===== config.mk =====
export PLATFORM = sky130hd
export DESIGN_NAME = ppu_sprite_pattern_fetch
export DESIGN_NICKNAME = d
export VERILOG_FILES = /design/src/rtl/ppu_sprite_pattern_fetch.sv
export SDC_FILE = /design/constraint.sdc
export NUM_CORES = 1
export LEC_CHECK = 0
export ABC_CLOCK_PERIOD_IN_PS = 11400
export CORE_AREA = 10 10 97 184
export DETAILED_ROUTE_END_ITERATION = 7
export DIE_AREA = 0 0 107 194
export PLACE_DENSITY = 0.74
export SETUP_SLACK_MARGIN = 0.1
export SLEW_MARGIN = 20
export SYNTH_ARGS = -nofsm -noshare
export SYNTH_HDL_FRONTEND = slang
export SYNTH_SLANG_ARGS = --single-unit

===== constraint.sdc =====
create_clock -name clk -period 11.4 [get_ports clk]
set_input_delay 1.14 -clock clk [delete_from_list [all_inputs] [get_ports clk]]
set_output_delay 1.14 -clock clk [all_outputs]
set_load 0.005 [all_outputs]

===== src/rtl/ppu_sprite_pattern_fetch.sv =====
// Sprite pattern fetch: reads CHR planes for the two line-selected sprite
// slots of one 8-pixel tile, then streams 8 resolved sprite pixels.
module ppu_sprite_pattern_fetch #(
  parameter int unsigned CHR_LAT = 1
) (
  input  logic        clk,
  input  logic        rst,
  input  logic        tile_start,
  input  logic [8:0]  curr_row,
  input  logic [8:0]  curr_col,
  input  logic        pt_sel,
  input  logic        s0_on,
  input  logic        s1_on,
  input  logic [7:0]  s0_tile,
  input  logic [7:0]  s1_tile,
  input  logic [7:0]  s0_row,
  input  logic [7:0]  s1_row,
  input  logic [7:0]  s0_col,
  input  logic [7:0]  s1_col,
  input  logic [7:0]  s0_attr,
  input  logic [7:0]  s1_attr,
  input  logic        s0_is0,
  input  logic        s1_is0,
  output logic [12:0] chr_addr,
  output logic        chr_rd,
  input  logic [7:0]  chr_data,
  output logic        pix_valid,
  output logic [1:0]  sp_color,
  output logic [1:0]  sp_pal,
  output logic        sp_behind,
  output logic        sp_zero,
  output logic        busy,
  output logic        done
);

  localparam int unsigned ADDR_W = 13;
  localparam int unsigned X_W    = 10;

  typedef enum logic [2:0] {IDLE, LATCH, RD, CAP, OUT} state_t;

  // Only a one-clock CHR read latency is handled by the RD/CAP pairing.
  if (CHR_LAT != 1) begin : g_lat_check
    $error("ppu_sprite_pattern_fetch supports only CHR_LAT == 1");
  end

  state_t               state, state_d;
  logic [2:0]           px, px_d;
  logic [1:0]           ridx, ridx_d;
  logic [3:0]           pend, pend_d, list;
  logic [1:0][7:0]      lo_q, hi_q, lo_d, hi_d;

  logic [8:0]           ccol_q;
  logic [2:0]           crow_q;
  logic                 pt_q;
  logic [1:0]           on_q, vflip_q, hflip_q, behind_q, is0_q;
  logic [1:0][7:0]      tile_q, scol_q;
  logic [1:0][2:0]      srow_q;
  logic [1:0][1:0]      pal_q;

  logic                 slot;
  logic [2:0]           fy;
  logic [ADDR_W-1:0]    addr_d;
  logic [X_W-1:0]       x, off0, off1;
  logic [1:0]           pix0, pix1;
  logic                 rd_d, pv_d, behind_d, zero_d, busy_d, done_d;
  logic [1:0]           color_d, pal_d;

  logic                 unused_bits;
  assign unused_bits = ^{curr_row[8:3], s0_row[7:3], s1_row[7:3], s0_attr[4:2], s1_attr[4:2]};

  // Lowest pending read in list order: s0 lo, s0 hi, s1 lo, s1 hi.
  function automatic logic [1:0] first_set(input logic [3:0] m);
    if (m[0])      return 2'd0;
    else if (m[1]) return 2'd1;
    else if (m[2]) return 2'd2;
    else           return 2'd3;
  endfunction

  // Pattern colour of one slot at signed offset off from its left edge.
  function automatic logic [1:0] pix_color(input logic [X_W-1:0] off, input logic hflip,
                                           input logic [7:0] lo, input logic [7:0] hi);
    logic [2:0] b;
    b = hflip ? off[2:0] : ~off[2:0];
    if (off[X_W-1:3] != '0) return 2'b00;
    return {hi[b], lo[b]};
  endfunction

  // Capture the tile's sprite slots and position when a tile is accepted.
  always_ff @(posedge clk or negedge rst) begin
    if (!rst) begin
      ccol_q <= '0; crow_q <= '0; pt_q <= 1'b0;
      on_q <= '0; vflip_q <= '0; hflip_q <= '0; behind_q <= '0; is0_q <= '0;
      tile_q <= '0; scol_q <= '0; srow_q <= '0; pal_q <= '0;
    end else if (state == IDLE && tile_start) begin
      ccol_q   <= curr_col;
      crow_q   <= curr_row[2:0];
      pt_q     <= pt_sel;
      on_q     <= {s1_on, s0_on};
      vflip_q  <= {s1_attr[7], s0_attr[7]};
      hflip_q  <= {s1_attr[6], s0_attr[6]};
      behind_q <= {s1_attr[5], s0_attr[5]};
      is0_q    <= {s1_is0, s0_is0};
      tile_q   <= {s1_tile, s0_tile};
      scol_q   <= {s1_col, s0_col};
      srow_q   <= {s1_row[2:0], s0_row[2:0]};
      pal_q    <= {s1_attr[1:0], s0_attr[1:0]};
    end
  end

  // Next state, pattern capture and next registered outputs.
  always_comb begin
    state_d = state;
    px_d    = px;
    ridx_d  = ridx;
    pend_d  = pend;
    lo_d    = lo_q;
    hi_d    = hi_q;
    list    = {on_q[1], on_q[1], on_q[0], on_q[0]};

    case (state)
      IDLE: begin
        if (tile_start) begin
          state_d = LATCH;
          lo_d    = '0;
          hi_d    = '0;
        end
      end
      LATCH: begin
        if (list == '0) begin
          state_d = OUT;
          px_d    = '0;
        end else begin
          state_d = RD;
          ridx_d  = first_set(list);
          pend_d  = list & ~(4'b0001 << first_set(list));
        end
      end
      RD: state_d = CAP;
      CAP: begin
        if (ridx[0]) hi_d[ridx[1]] = chr_data;
        else         lo_d[ridx[1]] = chr_data;
        if (pend != '0) begin
          state_d = RD;
          ridx_d  = first_set(pend);
          pend_d  = pend & ~(4'b0001 << first_set(pend));
        end else begin
          state_d = OUT;
          px_d    = '0;
        end
      end
      OUT: begin
        px_d = px + 3'd1;
        if (px == 3'd7) state_d = IDLE;
      end
      default: state_d = IDLE;
    endcase

    slot   = ridx_d[1];
    fy     = crow_q - srow_q[slot];
    if (vflip_q[slot]) fy = ~fy;
    addr_d = chr_addr;
    rd_d   = (state_d == RD);
    if (rd_d) addr_d = {pt_q, tile_q[slot], ridx_d[0], fy};

    x    = {ccol_q[8], ccol_q} + X_W'(px_d);
    off0 = x - {2'b00, scol_q[0]};
    off1 = x - {2'b00, scol_q[1]};
    pix0 = pix_color(off0, hflip_q[0], lo_d[0], hi_d[0]);
    pix1 = pix_color(off1, hflip_q[1], lo_d[1], hi_d[1]);

    pv_d     = (state_d == OUT);
    done_d   = pv_d && (px_d == 3'd7);
    busy_d   = (state_d != IDLE);
    color_d  = 2'b00;
    pal_d    = 2'b00;
    behind_d = 1'b0;
    zero_d   = 1'b0;
    if (pv_d) begin
      if (pix0 != 2'b00) begin
        color_d = pix0; pal_d = pal_q[0]; behind_d = behind_q[0]; zero_d = is0_q[0];
      end else if (pix1 != 2'b00) begin
        color_d = pix1; pal_d = pal_q[1]; behind_d = behind_q[1]; zero_d = is0_q[1];
      end
    end
  end

  // State, pattern planes and registered outputs.
  always_ff @(posedge clk or negedge rst) begin
    if (!rst) begin
      state <= IDLE; px <= '0; ridx <= '0; pend <= '0; lo_q <= '0; hi_q <= '0;
      chr_addr <= '0; chr_rd <= 1'b0; pix_valid <= 1'b0; sp_color <= '0; sp_pal <= '0;
      sp_behind <= 1'b0; sp_zero <= 1'b0; busy <= 1'b0; done <= 1'b0;
    end else begin
      state <= state_d; px <= px_d; ridx <= ridx_d; pend <= pend_d; lo_q <= lo_d; hi_q <= hi_d;
      chr_addr <= addr_d; chr_rd <= rd_d; pix_valid <= pv_d; sp_color <= color_d;
      sp_pal <= pal_d; sp_behind <= behind_d; sp_zero <= zero_d; busy <= busy_d; done <= done_d;
    end
  end

endmodule


==> flow_summary.html <==
<table>
<tr><th>Metric</th><th>Value</th></tr>
<tr><th colspan="2">Die</th></tr>
<tr><td>Initial cell density of the core</td><td>0.4918</td></tr>
<tr><td>I/O pin total</td><td>121</td></tr>
<tr><td>Die area</td><td>20760 um^2</td></tr>
<tr><td>Site Rows</td><td>63</td></tr>
<tr><td>Die extent in y</td><td>roughly 190 um</td></tr>
<tr><td>Core outline area</td><td>14820 um^2</td></tr>
<tr><td>Die Span X</td><td>107 um</td></tr>
<tr><th colspan="2">Clock tree</th></tr>
<tr><td>Maximum count of clock buffers along a single path</td><td>2</td></tr>
<tr><td>Depth of the CTS H-tree</td><td>4</td></tr>
<tr><td>Cts hold-fix bufs</td><td>0</td></tr>
<tr><td># clock sinks</td><td>~130</td></tr>
<tr><td>Number of setup buffers added after CTS</td><td>0</td></tr>
<tr><td>TritonCTS clock tree</td><td>built</td></tr>
<tr><td>Clock transition at path regs</td><td>0.06 ns</td></tr>
<tr><td>Number of buffers created by CTS</td><td>17</td></tr>
<tr><td>Clock network latency to the later pin of the worst-skew pair</td><td>roughly 0.42 ns</td></tr>
<tr><td>Post-cts resize count</td><td>0</td></tr>
<tr><td>Clock Tree Root</td><td>clkbuf_16</td></tr>
<tr><th colspan="2">Synth</th></tr>
<tr><td>Most common flop cell mapped by yosys</td><td>dfrtp_1</td></tr>
<tr><td>Syn nets</td><td>954</td></tr>
<tr><td>Number of warnings reported in the yosys synthesis log</td><td>0</td></tr>
<tr><td>Post-synth cell types</td><td>62</td></tr>
<tr><td>EDFF count, synth</td><td>0</td></tr>
<tr><td>#FFs+latches synth</td><td>132</td></tr>
<tr><td>Mapped Avg Cell Area</td><td>~9 um^2</td></tr>
<tr><td>Synth Instances</td><td>830</td></tr>
<tr><td>Async set-or-reset flop fraction in the synthesized netlist</td><td>1.000</td></tr>
<tr><td>Post-Syn Area</td><td>7288 um^2</td></tr>
<tr><td>Proportion of synthesized chip area in sequential cells</td><td>0.4532</td></tr>
<tr><th colspan="2">Global routing</th></tr>
<tr><td>Initial antenna violation count</td><td>0</td></tr>
<tr><td>Overall Global Routing Usage</td><td>0.1982</td></tr>
<tr><td>Wire length of the first global-routing pass</td><td>33250 um</td></tr>
<tr><td>Remaining Overflow, GRT</td><td>0</td></tr>
<tr><td>Maximum number of pins on one net before global-route repair</td><td>83</td></tr>
<tr><td>Vias in the first global route</td><td>between 6000 and 7000</td></tr>
<tr><th colspan="2">Worst setup path</th></tr>
<tr><td>Number of buffers and inverters on the critical path</td><td>1</td></tr>
<tr><td>Capturing point of the worst reg2reg path</td><td>sp_zero</td></tr>
<tr><td>Endpoint kind of the worst setup timing path</td><td>flip-flop</td></tr>
<tr><td>Class of the most critical setup path</td><td>flip-flop to flip-flop</td></tr>
<tr><td>Startpoint of the worst-slack reg-to-reg timing path</td><td>state[1]</td></tr>
<tr><td>Slowest CP cell</td><td>fa_1</td></tr>
<tr><td>R2R Setup Slk</td><td>5.52 ns</td></tr>
<tr><td>Largest stage delay, worst path</td><td>0.89 ns</td></tr>
<tr><td>Biggest fanout along the worst timing path</td><td>16</td></tr>
<tr><td>Top delay family on crit path</td><td>compound AO/OA/AOI/OAI gates</td></tr>
<tr><td>Reg2Reg Depth</td><td>15</td></tr>
<tr><td>Data arrival time of the critical path</td><td>6.18 ns</td></tr>
<tr><td>CP required</td><td>11.70 ns</td></tr>
<tr><td>Sequence of cells on the critical path</td><td>nor3_1 &gt; a31oi_1 &gt; or2_2 &gt; nand2_1 &gt; a221oi_1 &gt; ha_1 &gt; fa_1 &gt; fa_1 &gt; inv_1 &gt; mux4_2 &gt; a2111oi_1 &gt; o32ai_1 &gt; a2111oi_4 &gt; nor3_1 &gt; a32o_1</td></tr>
<tr><td>Category of the worst setup path launch point</td><td>flip-flop</td></tr>
<tr><th colspan="2">Placed design</th></tr>
<tr><td>Gp weighted congestion</td><td>0.9562</td></tr>
<tr><td>Placed wire-length estimate after detailed placement</td><td>14640 um</td></tr>
<tr><td>Number of buffer cells added on primary ports</td><td>98</td></tr>
<tr><td>Post-placement cell area</td><td>8409 um^2</td></tr>
<tr><th colspan="2">Timing</th></tr>
<tr><td>Total count of hold-check failures in the final report</td><td>0</td></tr>
<tr><td>Final TNS setup</td><td>0 ns</td></tr>
<tr><td>Max_slew headroom</td><td>0.3953</td></tr>
<tr><td>Achievable clock frequency</td><td>0.1701 GHz</td></tr>
<tr><td>Period Utilization, post-route</td><td>0.5158</td></tr>
<tr><td>Final count of pins violating max slew</td><td>0</td></tr>
<tr><td>Worst slew pin tran</td><td>0.9047 ns</td></tr>
<tr><td>Unrepaired setup endpoints after global routing</td><td>no</td></tr>
<tr><td>Post-Route Skew</td><td>0.01330 ns</td></tr>
<tr><td>Worst hold-check slack</td><td>roughly 0.47 ns</td></tr>
<tr><td>Setup violators final</td><td>0</td></tr>
<tr><td>Shortest period the worst path allows</td><td>5.880 ns</td></tr>
<tr><th colspan="2">Routing</th></tr>
<tr><td>Length of the first detailed-routing pass in iterations</td><td>6</td></tr>
<tr><td>Via count of the routed design</td><td>6352</td></tr>
<tr><td>Final wirelength</td><td>19940 um</td></tr>
<tr><td>DRT antenna net count</td><td>0</td></tr>
<tr><td>Count of routing violations after the opening detailed-route iteration</td><td>370</td></tr>
<tr><td>Number of vias per cell</td><td>5.671</td></tr>
<tr><td>Routed len/inst</td><td>17.81 um</td></tr>
<tr><td>Post-route DRC violation count</td><td>0</td></tr>
<tr><th colspan="2">Worst hold path</th></tr>
<tr><td>Worst Hold Path Cells</td><td>2</td></tr>
<tr><td>Min-delay worst type</td><td>flip-flop to flip-flop</td></tr>
<tr><td>HP Start</td><td>is0_q[1]</td></tr>
<tr><td>Hold Path End</td><td>is0_q[1]</td></tr>
<tr><th colspan="2">Outcome</th></tr>
<tr><td>Status</td><td>finished, final reports clean</td></tr>
<tr><th colspan="2">Final layout</th></tr>
<tr><td>Antenna Cells</td><td>0</td></tr>
<tr><td>Most common library cell in the layout ignoring fill and taps</td><td>nand2_1</td></tr>
<tr><td>Area growth from synthesis to final layout</td><td>23.07%</td></tr>
<tr><td>Nets</td><td>1036</td></tr>
<tr><td>Top library cells by usage in the layout, fill and taps aside</td><td>nand2_1 (227), dfrtp_1 (132), clkdlybuf4s50_1 (97)</td></tr>
<tr><td>Fraction of layout instances using a drive strength above 1</td><td>0.06054</td></tr>
<tr><td>Final Util</td><td>0.6053</td></tr>
<tr><td>Cell area after layout</td><td>8970 um^2</td></tr>
<tr><th colspan="2">Pwr</th></tr>
<tr><td>Ratio of total power to cell area</td><td>374.9 nW/um^2</td></tr>
<tr><td>Worst vdd ir</td><td>0.1563 mV</td></tr>
<tr><td>Leakage power figure</td><td>4.131 nW</td></tr>
<tr><td>Overall power after layout</td><td>~0.0034 W</td></tr>
<tr><th colspan="2">Job</th></tr>
<tr><td>Number of max-cap violations</td><td>0</td></tr>
</table>
==> through the flow <==
stage | instances | setup slack [ns]
2_1_floorplan | 830 | 6.321
3_3_place_gp | 1088 | 5.598
3_5_place_dp | 1088 | 5.618
4_1_cts | 1120 | 5.533
5_1_grt | 1120 | 4.998
6_report | 1120 | 5.520
==> cells by family after synthesis <==
family | after synthesis | share of synthesized area
XOR/XNOR | 25 | 0.03004
flip-flops | 132 | 0.4532
AND/OR/NAND/NOR | 357 | 0.2125
multiplexers | 28 | 0.04584
AO/OA/AOI/OAI | 182 | 0.1677
adder cells (fa/ha/maj) | 26 | 0.04876
buffers and inverters | 80 | 0.04189
==> cell usage after synthesis, drive strengths merged, types with 4 or more instances <==
cell type / number / share of area
xnor2: 14 / 0.017
nand3: 33 / 0.023
nor2b: 9 / 0.0077
and2: 9 / 0.0077
a21boi: 5 / 0.0052
nor2: 34 / 0.018
ha: 22 / 0.038
a211oi: 6 / 0.0062
a22o: 4 / 0.0048
buf: 10 / 0.0058
dfrtp: 132 / 0.45
a21oi: 23 / 0.016
mux2i: 21 / 0.029
a32o: 4 / 0.0055
o221ai: 4 / 0.0048
inv: 39 / 0.020
o21a: 7 / 0.0072
nand4: 6 / 0.0052
mux4: 4 / 0.012
nand2: 227 / 0.12
nand2b: 4 / 0.0034
a2111oi: 4 / 0.0076
a31oi: 10 / 0.0086
o22ai: 4 / 0.0034
xor2: 11 / 0.013
o31ai: 4 / 0.0041
a21o: 9 / 0.0093
fa: 4 / 0.011
o211ai: 21 / 0.022
a221oi: 5 / 0.0060
or2: 4 / 0.0034
o21ai: 55 / 0.038
nor3: 15 / 0.010
clkbuf: 31 / 0.016
==> metal layers <==
metal / share of wire / vias up / track usage
li1: - / 3044 / -
met3: 0.048 / 59 / 0.04361
met5: 0 / - / 0
met1: 0.37 / 3034 / 0.2089
met2: 0.54 / 215 / 0.3539
met4: 0.043 / 0 / 0.1016
==> how the worst max path moves through the flow <==
stage          startpoint        end  slack, ns  cells past startpoint
6_report         state[1]    sp_zero       5.52                     15
5_1_grt          state[1]  sp_behind       5.00                     15
4_1_cts          state[1]    sp_zero       5.53                     15
3_5_place_dp     state[1]    sp_zero       5.62                     15
3_3_place_gp     state[1]    sp_zero       5.60                     15
2_1_floorplan    state[1]  sp_behind       6.32                     16
==> worst min-delay path: stages (launching register included) <==
cell and delay, ns:
dfrtp_1 0.34, nand2_1 0.05, nand2_1 0.05
==> cell type report <==
cell class                      instances  area [um^2]
Inverter                               39        146.4
Sequential cell                       132         3303
Clock inverter                         14        120.1
Multi-Input combinational cell        618         3694
Clock buffer                           18        439.2
Timing Repair Buffer                  104         1023
Fill cell                            1346         5849
Tap cell                              195        244.0
==> power by group <==
group | leakage [nW] | switching, W | internal, W | total, W
registers | 1.70 | 0.000145 | 0.000668 | 0.000813
clock network | 0.262 | 0.000226 | 0.000289 | 0.000515
logic | 2.17 | 0.00122 | 0.000810 | 0.00203
total | 4.13 | 0.00160 | 0.00177 | 0.00336
==> state kept, by name, summed over array words and instances, names as in the netlist, 6 cells and up <==
signal,flops
srow_q,6
scol_q,16
hi_q,16
chr_addr,13
ccol_q,9
tile_q,16
lo_q,16
Power figures use the tool's default switching activity.
